## src/rtl/axi_pkg.sv

```systemverilog
// Shared AXI types: burst encodings, response codes and default widths.
// Used by both the write and the read responders.
package axi_pkg;

    localparam int unsigned AxiIdW   = 12;
    localparam int unsigned AxiDataW = 64;

    typedef enum logic [1:0] {
        BurstFixed = 2'b00,
        BurstIncr  = 2'b01,
        BurstWrap  = 2'b10,
        BurstRsvd  = 2'b11
    } burst_t;

    typedef logic [1:0] resp_t;

    localparam resp_t RespOkay   = 2'b00;
    localparam resp_t RespExokay = 2'b01;
    localparam resp_t RespSlverr = 2'b10;
    localparam resp_t RespDecerr = 2'b11;

    // Encodings are ordered by severity, so the larger code wins.
    function automatic resp_t resp_merge(resp_t a, resp_t b);
        return (a > b) ? a : b;
    endfunction

    function automatic logic wrap_len_ok(logic [7:0] len);
        return (len == 8'd1) || (len == 8'd3) || (len == 8'd7) || (len == 8'd15);
    endfunction

endpackage

```

## src/rtl/axi_slave_w_responder_if.sv

```systemverilog
// AXI write-channel bundle (AW, W, B) between an AXI master and the write responder.
interface axi_slave_w_responder_if #(
    parameter int unsigned ID_W   = 12,
    parameter int unsigned ADDR_W = 32,
    parameter int unsigned DATA_W = 64
);
    localparam int unsigned STRB_W = DATA_W / 8;

    logic [ID_W-1:0]   s_axi_awid;
    logic [ADDR_W-1:0] s_axi_awaddr;
    logic [7:0]        s_axi_awlen;
    logic [2:0]        s_axi_awsize;
    logic [1:0]        s_axi_awburst;
    logic              s_axi_awvalid;
    logic              s_axi_awready;

    logic [ID_W-1:0]   s_axi_wid;
    logic [DATA_W-1:0] s_axi_wdata;
    logic [STRB_W-1:0] s_axi_wstrb;
    logic              s_axi_wlast;
    logic              s_axi_wvalid;
    logic              s_axi_wready;

    logic [ID_W-1:0]   s_axi_bid;
    logic [1:0]        s_axi_bresp;
    logic              s_axi_bvalid;
    logic              s_axi_bready;

    modport master (
        output s_axi_awid, s_axi_awaddr, s_axi_awlen, s_axi_awsize, s_axi_awburst, s_axi_awvalid,
        input  s_axi_awready,
        output s_axi_wid, s_axi_wdata, s_axi_wstrb, s_axi_wlast, s_axi_wvalid,
        input  s_axi_wready,
        input  s_axi_bid, s_axi_bresp, s_axi_bvalid,
        output s_axi_bready
    );

    modport slave (
        input  s_axi_awid, s_axi_awaddr, s_axi_awlen, s_axi_awsize, s_axi_awburst, s_axi_awvalid,
        output s_axi_awready,
        input  s_axi_wid, s_axi_wdata, s_axi_wstrb, s_axi_wlast, s_axi_wvalid,
        output s_axi_wready,
        output s_axi_bid, s_axi_bresp, s_axi_bvalid,
        input  s_axi_bready
    );

endinterface

```

## src/rtl/axi_burst_addr_next.sv

```systemverilog
// Combinational next-beat byte address for FIXED, INCR and WRAP bursts.
// Shared between the write and read responders.
module axi_burst_addr_next
    import axi_pkg::*;
#(
    parameter int unsigned ADDR_W = 32
) (
    input  logic [ADDR_W-1:0] addr,
    input  logic [2:0]        size,
    input  logic [7:0]        len,
    input  burst_t            burst,
    output logic [ADDR_W-1:0] next_addr
);

    logic [ADDR_W-1:0] step;
    logic [ADDR_W-1:0] incr;
    logic [ADDR_W-1:0] total;
    logic [ADDR_W-1:0] mask;

    always_comb begin
        step  = ADDR_W'(1) << size;
        incr  = addr + step;
        total = (ADDR_W'(len) + ADDR_W'(1)) << size;
        mask  = total - ADDR_W'(1);
        next_addr = addr;
        case (burst)
            BurstIncr: next_addr = incr;
            // Upper bits stay on the wrap boundary, low bits roll over within the window.
            BurstWrap: next_addr = (addr & ~mask) | (incr & mask);
            default:   next_addr = addr;
        endcase
    end

endmodule

```

## src/rtl/axi_slave_w_responder.sv

```systemverilog
// AXI write responder: takes one AW burst, writes its W beats to a word-addressed memory port
// and returns a single B response carrying the AW ID.
module axi_slave_w_responder
    import axi_pkg::*;
#(
    parameter int unsigned ID_W   = AxiIdW,
    parameter int unsigned ADDR_W = 32,
    parameter int unsigned DATA_W = AxiDataW,
    parameter int unsigned MEM_AW = 10
) (
    input  logic                  clk,
    input  logic                  rst,
    axi_slave_w_responder_if.slave s_axi,
    output logic                  mem_we,
    output logic [MEM_AW-1:0]     mem_addr,
    output logic [DATA_W-1:0]     mem_wdata,
    output logic [DATA_W/8-1:0]   mem_wstrb
);

    localparam int unsigned STRB_W = DATA_W / 8;
    localparam int unsigned OFF    = $clog2(STRB_W);
    localparam logic [2:0]  OFF3   = 3'(OFF);

    typedef enum logic [1:0] {StIdle, StData, StResp} state_t;

    state_t            state_q, state_d;
    logic [ID_W-1:0]   id_q, id_d;
    logic [ADDR_W-1:0] addr_q, addr_d;
    logic [7:0]        len_q, len_d;
    logic [2:0]        size_q, size_d;
    burst_t            burst_q, burst_d;
    logic [7:0]        cnt_q, cnt_d;
    resp_t             err_q, err_d;
    logic              bad_q, bad_d;

    logic              awready_q, awready_d;
    logic              wready_q, wready_d;
    logic              bvalid_q, bvalid_d;
    logic [ID_W-1:0]   bid_q, bid_d;
    resp_t             bresp_q, bresp_d;
    logic              mem_we_q, mem_we_d;
    logic [MEM_AW-1:0] mem_addr_q, mem_addr_d;
    logic [DATA_W-1:0] mem_wdata_q, mem_wdata_d;
    logic [STRB_W-1:0] mem_wstrb_q, mem_wstrb_d;

    logic              aw_hs, w_hs, b_hs;
    logic              aw_bad;
    logic              beat_last, beat_dec, beat_id_bad, beat_last_bad, beat_write;
    resp_t             beat_err;
    logic [ADDR_W-1:0] addr_nxt;

    axi_burst_addr_next #(
        .ADDR_W(ADDR_W)
    ) u_addr_next (
        .addr     (addr_q),
        .size     (size_q),
        .len      (len_q),
        .burst    (burst_q),
        .next_addr(addr_nxt)
    );

    // Handshakes qualify on the registered readies, which are only set in their own state.
    assign aw_hs = s_axi.s_axi_awvalid & awready_q;
    assign w_hs  = s_axi.s_axi_wvalid & wready_q;
    assign b_hs  = bvalid_q & s_axi.s_axi_bready;

    // Burst-wide conditions that suppress every write of the burst.
    assign aw_bad = (s_axi.s_axi_awsize > OFF3) ||
                    (s_axi.s_axi_awburst == BurstRsvd) ||
                    ((s_axi.s_axi_awburst == BurstWrap) && !wrap_len_ok(s_axi.s_axi_awlen));

    assign beat_last     = (cnt_q == len_q);
    assign beat_dec      = |addr_q[ADDR_W-1:MEM_AW+OFF];
    assign beat_id_bad   = (s_axi.s_axi_wid != id_q);
    assign beat_last_bad = (s_axi.s_axi_wlast != beat_last);
    assign beat_write    = !bad_q && !beat_dec && !beat_id_bad;
    assign beat_err      = resp_merge(
                               resp_merge(err_q, (beat_id_bad || beat_last_bad) ? RespSlverr
                                                                                 : RespOkay),
                               beat_dec ? RespDecerr : RespOkay);

    always_comb begin
        state_d     = state_q;
        id_d        = id_q;
        addr_d      = addr_q;
        len_d       = len_q;
        size_d      = size_q;
        burst_d     = burst_q;
        cnt_d       = cnt_q;
        err_d       = err_q;
        bad_d       = bad_q;
        bid_d       = bid_q;
        bresp_d     = bresp_q;
        mem_we_d    = 1'b0;
        mem_addr_d  = mem_addr_q;
        mem_wdata_d = mem_wdata_q;
        mem_wstrb_d = mem_wstrb_q;

        unique case (state_q)
            StIdle: begin
                if (aw_hs) begin
                    id_d    = s_axi.s_axi_awid;
                    addr_d  = s_axi.s_axi_awaddr;
                    len_d   = s_axi.s_axi_awlen;
                    size_d  = s_axi.s_axi_awsize;
                    burst_d = burst_t'(s_axi.s_axi_awburst);
                    cnt_d   = 8'd0;
                    bad_d   = aw_bad;
                    err_d   = aw_bad ? RespSlverr : RespOkay;
                    state_d = StData;
                end
            end
            StData: begin
                if (w_hs) begin
                    err_d    = beat_err;
                    mem_we_d = beat_write;
                    if (beat_write) begin
                        mem_addr_d  = addr_q[MEM_AW+OFF-1:OFF];
                        mem_wdata_d = s_axi.s_axi_wdata;
                        mem_wstrb_d = s_axi.s_axi_wstrb;
                    end
                    addr_d = addr_nxt;
                    cnt_d  = cnt_q + 8'd1;
                    // Beat count alone ends the burst; wlast only feeds the error status.
                    if (beat_last) begin
                        bid_d   = id_q;
                        bresp_d = beat_err;
                        state_d = StResp;
                    end
                end
            end
            StResp: begin
                if (b_hs) begin
                    state_d = StIdle;
                end
            end
            default: state_d = StIdle;
        endcase

        awready_d = (state_d == StIdle);
        wready_d  = (state_d == StData);
        bvalid_d  = (state_d == StResp);
    end

    always_ff @(posedge clk) begin
        if (rst) begin
            state_q     <= StIdle;
            id_q        <= '0;
            addr_q      <= '0;
            len_q       <= '0;
            size_q      <= '0;
            burst_q     <= BurstFixed;
            cnt_q       <= '0;
            err_q       <= RespOkay;
            bad_q       <= 1'b0;
            awready_q   <= 1'b0;
            wready_q    <= 1'b0;
            bvalid_q    <= 1'b0;
            bid_q       <= '0;
            bresp_q     <= RespOkay;
            mem_we_q    <= 1'b0;
            mem_addr_q  <= '0;
            mem_wdata_q <= '0;
            mem_wstrb_q <= '0;
        end else begin
            state_q     <= state_d;
            id_q        <= id_d;
            addr_q      <= addr_d;
            len_q       <= len_d;
            size_q      <= size_d;
            burst_q     <= burst_d;
            cnt_q       <= cnt_d;
            err_q       <= err_d;
            bad_q       <= bad_d;
            awready_q   <= awready_d;
            wready_q    <= wready_d;
            bvalid_q    <= bvalid_d;
            bid_q       <= bid_d;
            bresp_q     <= bresp_d;
            mem_we_q    <= mem_we_d;
            mem_addr_q  <= mem_addr_d;
            mem_wdata_q <= mem_wdata_d;
            mem_wstrb_q <= mem_wstrb_d;
        end
    end

    assign s_axi.s_axi_awready = awready_q;
    assign s_axi.s_axi_wready  = wready_q;
    assign s_axi.s_axi_bvalid  = bvalid_q;
    assign s_axi.s_axi_bid     = bid_q;
    assign s_axi.s_axi_bresp   = bresp_q;
    assign mem_we              = mem_we_q;
    assign mem_addr            = mem_addr_q;
    assign mem_wdata           = mem_wdata_q;
    assign mem_wstrb           = mem_wstrb_q;

endmodule
```

## src/flat_wrapper.sv

```systemverilog
// flat-port wrapper written by rule: the top's interface ports become plain ports
module axi_slave_w_responder_flat import axi_pkg::*;
#(
    parameter int unsigned ID_W   = AxiIdW,
    parameter int unsigned ADDR_W = 32,
    parameter int unsigned DATA_W = AxiDataW,
    parameter int unsigned MEM_AW = 10
)
  (clk, rst, mem_we, mem_addr, mem_wdata, mem_wstrb, s_axi_s_axi_awid, s_axi_s_axi_awaddr, s_axi_s_axi_awlen, s_axi_s_axi_awsize, s_axi_s_axi_awburst, s_axi_s_axi_awvalid, s_axi_s_axi_awready, s_axi_s_axi_wid, s_axi_s_axi_wdata, s_axi_s_axi_wstrb, s_axi_s_axi_wlast, s_axi_s_axi_wvalid, s_axi_s_axi_wready, s_axi_s_axi_bid, s_axi_s_axi_bresp, s_axi_s_axi_bvalid, s_axi_s_axi_bready);
  axi_slave_w_responder_if #(.ID_W(ID_W), .ADDR_W(ADDR_W), .DATA_W(DATA_W)) s_axi_i ();
  input  logic clk;
  input  logic rst;
  output logic mem_we;
  output logic [MEM_AW-1:0] mem_addr;
  output logic [DATA_W-1:0] mem_wdata;
  output logic [DATA_W/8-1:0] mem_wstrb;
  input wire logic [$bits(s_axi_i.s_axi_awid)-1:0] s_axi_s_axi_awid;
  input wire logic [$bits(s_axi_i.s_axi_awaddr)-1:0] s_axi_s_axi_awaddr;
  input wire logic [$bits(s_axi_i.s_axi_awlen)-1:0] s_axi_s_axi_awlen;
  input wire logic [$bits(s_axi_i.s_axi_awsize)-1:0] s_axi_s_axi_awsize;
  input wire logic [$bits(s_axi_i.s_axi_awburst)-1:0] s_axi_s_axi_awburst;
  input wire logic [$bits(s_axi_i.s_axi_awvalid)-1:0] s_axi_s_axi_awvalid;
  output wire logic [$bits(s_axi_i.s_axi_awready)-1:0] s_axi_s_axi_awready;
  input wire logic [$bits(s_axi_i.s_axi_wid)-1:0] s_axi_s_axi_wid;
  input wire logic [$bits(s_axi_i.s_axi_wdata)-1:0] s_axi_s_axi_wdata;
  input wire logic [$bits(s_axi_i.s_axi_wstrb)-1:0] s_axi_s_axi_wstrb;
  input wire logic [$bits(s_axi_i.s_axi_wlast)-1:0] s_axi_s_axi_wlast;
  input wire logic [$bits(s_axi_i.s_axi_wvalid)-1:0] s_axi_s_axi_wvalid;
  output wire logic [$bits(s_axi_i.s_axi_wready)-1:0] s_axi_s_axi_wready;
  output wire logic [$bits(s_axi_i.s_axi_bid)-1:0] s_axi_s_axi_bid;
  output wire logic [$bits(s_axi_i.s_axi_bresp)-1:0] s_axi_s_axi_bresp;
  output wire logic [$bits(s_axi_i.s_axi_bvalid)-1:0] s_axi_s_axi_bvalid;
  input wire logic [$bits(s_axi_i.s_axi_bready)-1:0] s_axi_s_axi_bready;
  assign s_axi_i.s_axi_awid = s_axi_s_axi_awid;
  assign s_axi_i.s_axi_awaddr = s_axi_s_axi_awaddr;
  assign s_axi_i.s_axi_awlen = s_axi_s_axi_awlen;
  assign s_axi_i.s_axi_awsize = s_axi_s_axi_awsize;
  assign s_axi_i.s_axi_awburst = s_axi_s_axi_awburst;
  assign s_axi_i.s_axi_awvalid = s_axi_s_axi_awvalid;
  assign s_axi_s_axi_awready = s_axi_i.s_axi_awready;
  assign s_axi_i.s_axi_wid = s_axi_s_axi_wid;
  assign s_axi_i.s_axi_wdata = s_axi_s_axi_wdata;
  assign s_axi_i.s_axi_wstrb = s_axi_s_axi_wstrb;
  assign s_axi_i.s_axi_wlast = s_axi_s_axi_wlast;
  assign s_axi_i.s_axi_wvalid = s_axi_s_axi_wvalid;
  assign s_axi_s_axi_wready = s_axi_i.s_axi_wready;
  assign s_axi_s_axi_bid = s_axi_i.s_axi_bid;
  assign s_axi_s_axi_bresp = s_axi_i.s_axi_bresp;
  assign s_axi_s_axi_bvalid = s_axi_i.s_axi_bvalid;
  assign s_axi_i.s_axi_bready = s_axi_s_axi_bready;
  axi_slave_w_responder #(.ID_W(ID_W), .ADDR_W(ADDR_W), .DATA_W(DATA_W), .MEM_AW(MEM_AW)) u_core (.clk(clk), .rst(rst), .s_axi(s_axi_i), .mem_we(mem_we), .mem_addr(mem_addr), .mem_wdata(mem_wdata), .mem_wstrb(mem_wstrb));
endmodule
```

## config.mk

```make
export PLATFORM = sky130hd
export DESIGN_NAME = axi_slave_w_responder_flat
export DESIGN_NICKNAME = d
export VERILOG_FILES = /design/src/rtl/axi_pkg.sv /design/src/rtl/axi_slave_w_responder_if.sv /design/src/rtl/axi_burst_addr_next.sv /design/src/rtl/axi_slave_w_responder.sv /design/src/flat_wrapper.sv
export SDC_FILE = /design/constraint.sdc
export NUM_CORES = 1
export LEC_CHECK = 0
export CORE_ASPECT_RATIO = 1.2
export CORE_MARGIN = 10
export CORE_UTILIZATION = 53
export CTS_BUF_LIST = sky130_fd_sc_hd__clkbuf_2 sky130_fd_sc_hd__clkbuf_4 sky130_fd_sc_hd__clkbuf_8
export DETAILED_ROUTE_END_ITERATION = 10
export HOLD_SLACK_MARGIN = 0.08
export PLACE_DENSITY = 0.89
export SKIP_LAST_GASP = 1
export SYNTH_ARGS = -nofsm -noshare
export SYNTH_HDL_FRONTEND = slang
export SYNTH_SLANG_ARGS = --single-unit
```

## constraint.sdc

```tcl
create_clock -name clk -period 8.13 [get_ports clk]
set_clock_uncertainty 0.05 [all_clocks]
set_input_delay 0.813 -clock clk [delete_from_list [all_inputs] [get_ports clk]]
set_output_delay 0.813 -clock clk [all_outputs]
set_load 0.1 [all_outputs]
```

==> metrics.cfg <==
[status]
status = finished clean

[synthesis]
synth_area_sq_um = 8820
post-synth-top-area-cell = dfxtp_1
yosysSeqAreaShare_pct = 38.6
syn_nets = 1315
syn_inst = 1153
synth.most_common_cell = nand2_1
synth_seq_cells = 170
yosysWarnings = 0
avgSynthCellArea_sq_um = 7.65
yosysUniqueCellTypes = 82
synth_area_leaders = dfxtp_1, nand2_1, a21oi_1, nor2_1, xnor2_1
yosysTopAreaCellShare_pct = 38.6
async_reset_ff_share_pct = 0
synth-main-ff-cell = dfxtp_1
synth_edf_count = 0
yosys-top-cells-count = nand2_1, dfxtp_1, a21oi_1

[timing]
tightest_slew_ns = 1.09
fmax_mhz = 233
period_minus_slack_ns = 4.29
hold_viol_final = 0
fin_ws_ns = 3.84
setup_viol = 0
period_share_pct = 52.7
fin_setup_tns_ns = 0
grt_setup_unrepaired = false
timing.hold.ws_ns = 0.404
maxSlewViolCount = 0
slew-limit-headroom_pct = 26.9

[detailed_routing]
viasPerCell = 5.86
wire_per_inst_um = 18.9
highest_layer = met4
drt-initial-drc-count = 910
dr_total_vias = 9251
drt-pass1-iter-count = 8
route.met3.wl_um = 2530
drcViolationCount = 0
wl_um = 29900
ant_nets = 0
met2WireLength_um = 14800
drt-met1-wl_um = 11600

[floorplanning]
rows = 51
core_area_sq_um = 16300
io_pins = 247
dieArea_sq_um = 22200
start_util_pct = 54.2
die_w_um = 138
die-height_um = 161

[worst_setup_path]
path_class = reg -> reg
crit_path_end_kind = register
worstPathArrival_ns = 4.60
start_kind = register
critPathRequiredTime_ns = 8.45
cp_max_fo = 29

[layout]
nNetsFinal = 1516
final_cell_area_sq_um = 11700
n_fill_cell = 1287
ff_latch_area_sq_um = 3400
area_growth_pct = 32.2
fin_util_pct = 71.6
layout-drive-gt1-share_pct = 5.49
layout.cells.non_filler = 1580
multi_input_area_sq_um = 4960

[power_and_ir_drop]
p_clk_share_pct = 33.3
peakVddDrop_v = 0.000130
power_frac_seq_pct = 49.8
leakagePower_nw = 3.87
p_comb_share_pct = 16.9
p_total_mw = 1.79
intPower_mw = 1.24
p_switching_mw = 0.553
power-per-cell-area_nw_per_um2 = 154
switching_share_pct = 30.9

[clocking]
numCtsBuffers = 17
post_cts_resize_count = 0
path_clk_slew_ns = 0.10
clock_sinks = 170
htree_levels = 4
root_buffer = clkbuf_8
clk_latency_ns = 0.47
max-clock-path-buffers = 2
cts_setup_buffers = 0
cts_tree = built
cts_hold_buf = 0

[global_route]
grt_usage_pct = 26.4
grt_max_degree = 83
grt.overflow.total = 0
grt_pass1_wl_um = 47100
antenna_found_initial = 0
grt_pass1_vias = 8803

[place]
place_inst = 1547
dp_slack_ns = 3.93
port_buffers = 246
gp_congestion = 0.967
dp_hpwl_um = 22000
placed_cell_area_sq_um = 11300

[job]
drv_cap = 0

[hold_path]
min_path_type = reg -> reg

[path summary, 6_finish.rpt]
path                            cells past startpoint                   end                  from  slack, ns
worst min-delay path                                2  u_core.mem_wdata[52]  u_core.mem_wdata[52]       0.40
worst max-delay path                               13              register      u_core.size_q[0]       3.84
worst min register to register                      2  u_core.mem_wdata[52]  u_core.mem_wdata[52]       0.40
worst max register to register                     13              register      u_core.size_q[0]       3.84
[routing by layer]
layer	track usage (%)	up-vias
li1	-	4461
met1	31.2	4330
met2	43.7	395
met3	7.76	65
met4	10.6	0
met5	0	-
[power by group through the flow]
| stage | logic [mW] | registers (mW) | clock network (mW) |
|---|---|---|---|
| 2_1_floorplan | 0.183 | 0.901 | 0 |
| 3_3_place_gp | 0.293 | 0.909 | 0 |
| 3_5_place_dp | 0.298 | 0.910 | 0 |
| 4_1_cts | 0.300 | 0.891 | 0.609 |
| 5_1_grt | 0.331 | 0.896 | 0.638 |
| 6_report | 0.303 | 0.892 | 0.596 |
[final cells by class]
class / count / area share, %
Inverter: 21 / 0.676
Tap cell: 212 / 2.28
Sequential cell: 170 / 29.2
Timing Repair Buffer: 257 / 21.8
Multi-Input combinational cell: 887 / 42.6
Clock inverter: 14 / 1.32
Antenna cell: 1 / 0.0215
Clock buffer: 18 / 2.13
[cell usage in the layout, fill, tap and decap left out, drive strengths merged, types with 5 or more instances in the layout]
| master | Yosys | layout |
|---|---|---|
| ha | 14 | 14 |
| a31oi | 15 | 15 |
| nor2b | 7 | 7 |
| o311ai | 5 | 5 |
| nor3 | 21 | 21 |
| nand4 | 29 | 29 |
| a22oi | 5 | 5 |
| a211oi | 16 | 16 |
| o31ai | 7 | 7 |
| and2 | 5 | 5 |
| o211ai | 6 | 6 |
| dfxtp | 170 | 170 |
| mux2i | 16 | 16 |
| inv | 19 | 25 |
| nand3 | 18 | 18 |
| nor4 | 10 | 10 |
| o2111ai | 5 | 5 |
| nand2 | 283 | 283 |
| buf | 20 | 12 |
| nand2b | 8 | 8 |
| clkinv | 2 | 7 |
| a21oi | 152 | 152 |
| o21ai | 43 | 43 |
| a311oi | 6 | 6 |
| clkbuf | 55 | 18 |
| nor2 | 89 | 89 |
| xnor2 | 32 | 32 |
| xor2 | 12 | 12 |
| clkdlybuf4s50 | 0 | 245 |
| and3 | 12 | 12 |
[worst max-delay path: stages (launching register included)]
cell and delay (ns):
dfxtp_1 0.64, nor3_1 0.39, ha_1 0.26, inv_1 0.07, fa_1 0.38, nor2b_1 0.15
o21ai_0 0.14, a21o_1 0.24, a31o_2 0.24, nor3_1 0.68, nand4_1 0.36, o41ai_1 0.34
nand4_1 0.13, o311ai_0 0.11
[kinds of logic (layout without fill, tap and decap cells)]
logic type / after synthesis / in the layout / share of synthesized area [%]
and+or+nand+nor: 508 / 508 / 26.1
AOI/OAI and AO/OA: 303 / 303 / 21.4
DFF: 170 / 170 / 38.6
buffers and inverters: 96 / 310 / 5.31
xor gates and xnor gates: 44 / 44 / 4.46
muxes: 17 / 17 / 1.99
adders and majority gates: 15 / 15 / 2.21
other: 0 / 1 / 0
Note: power is estimated with default switching activity, not from simulation.
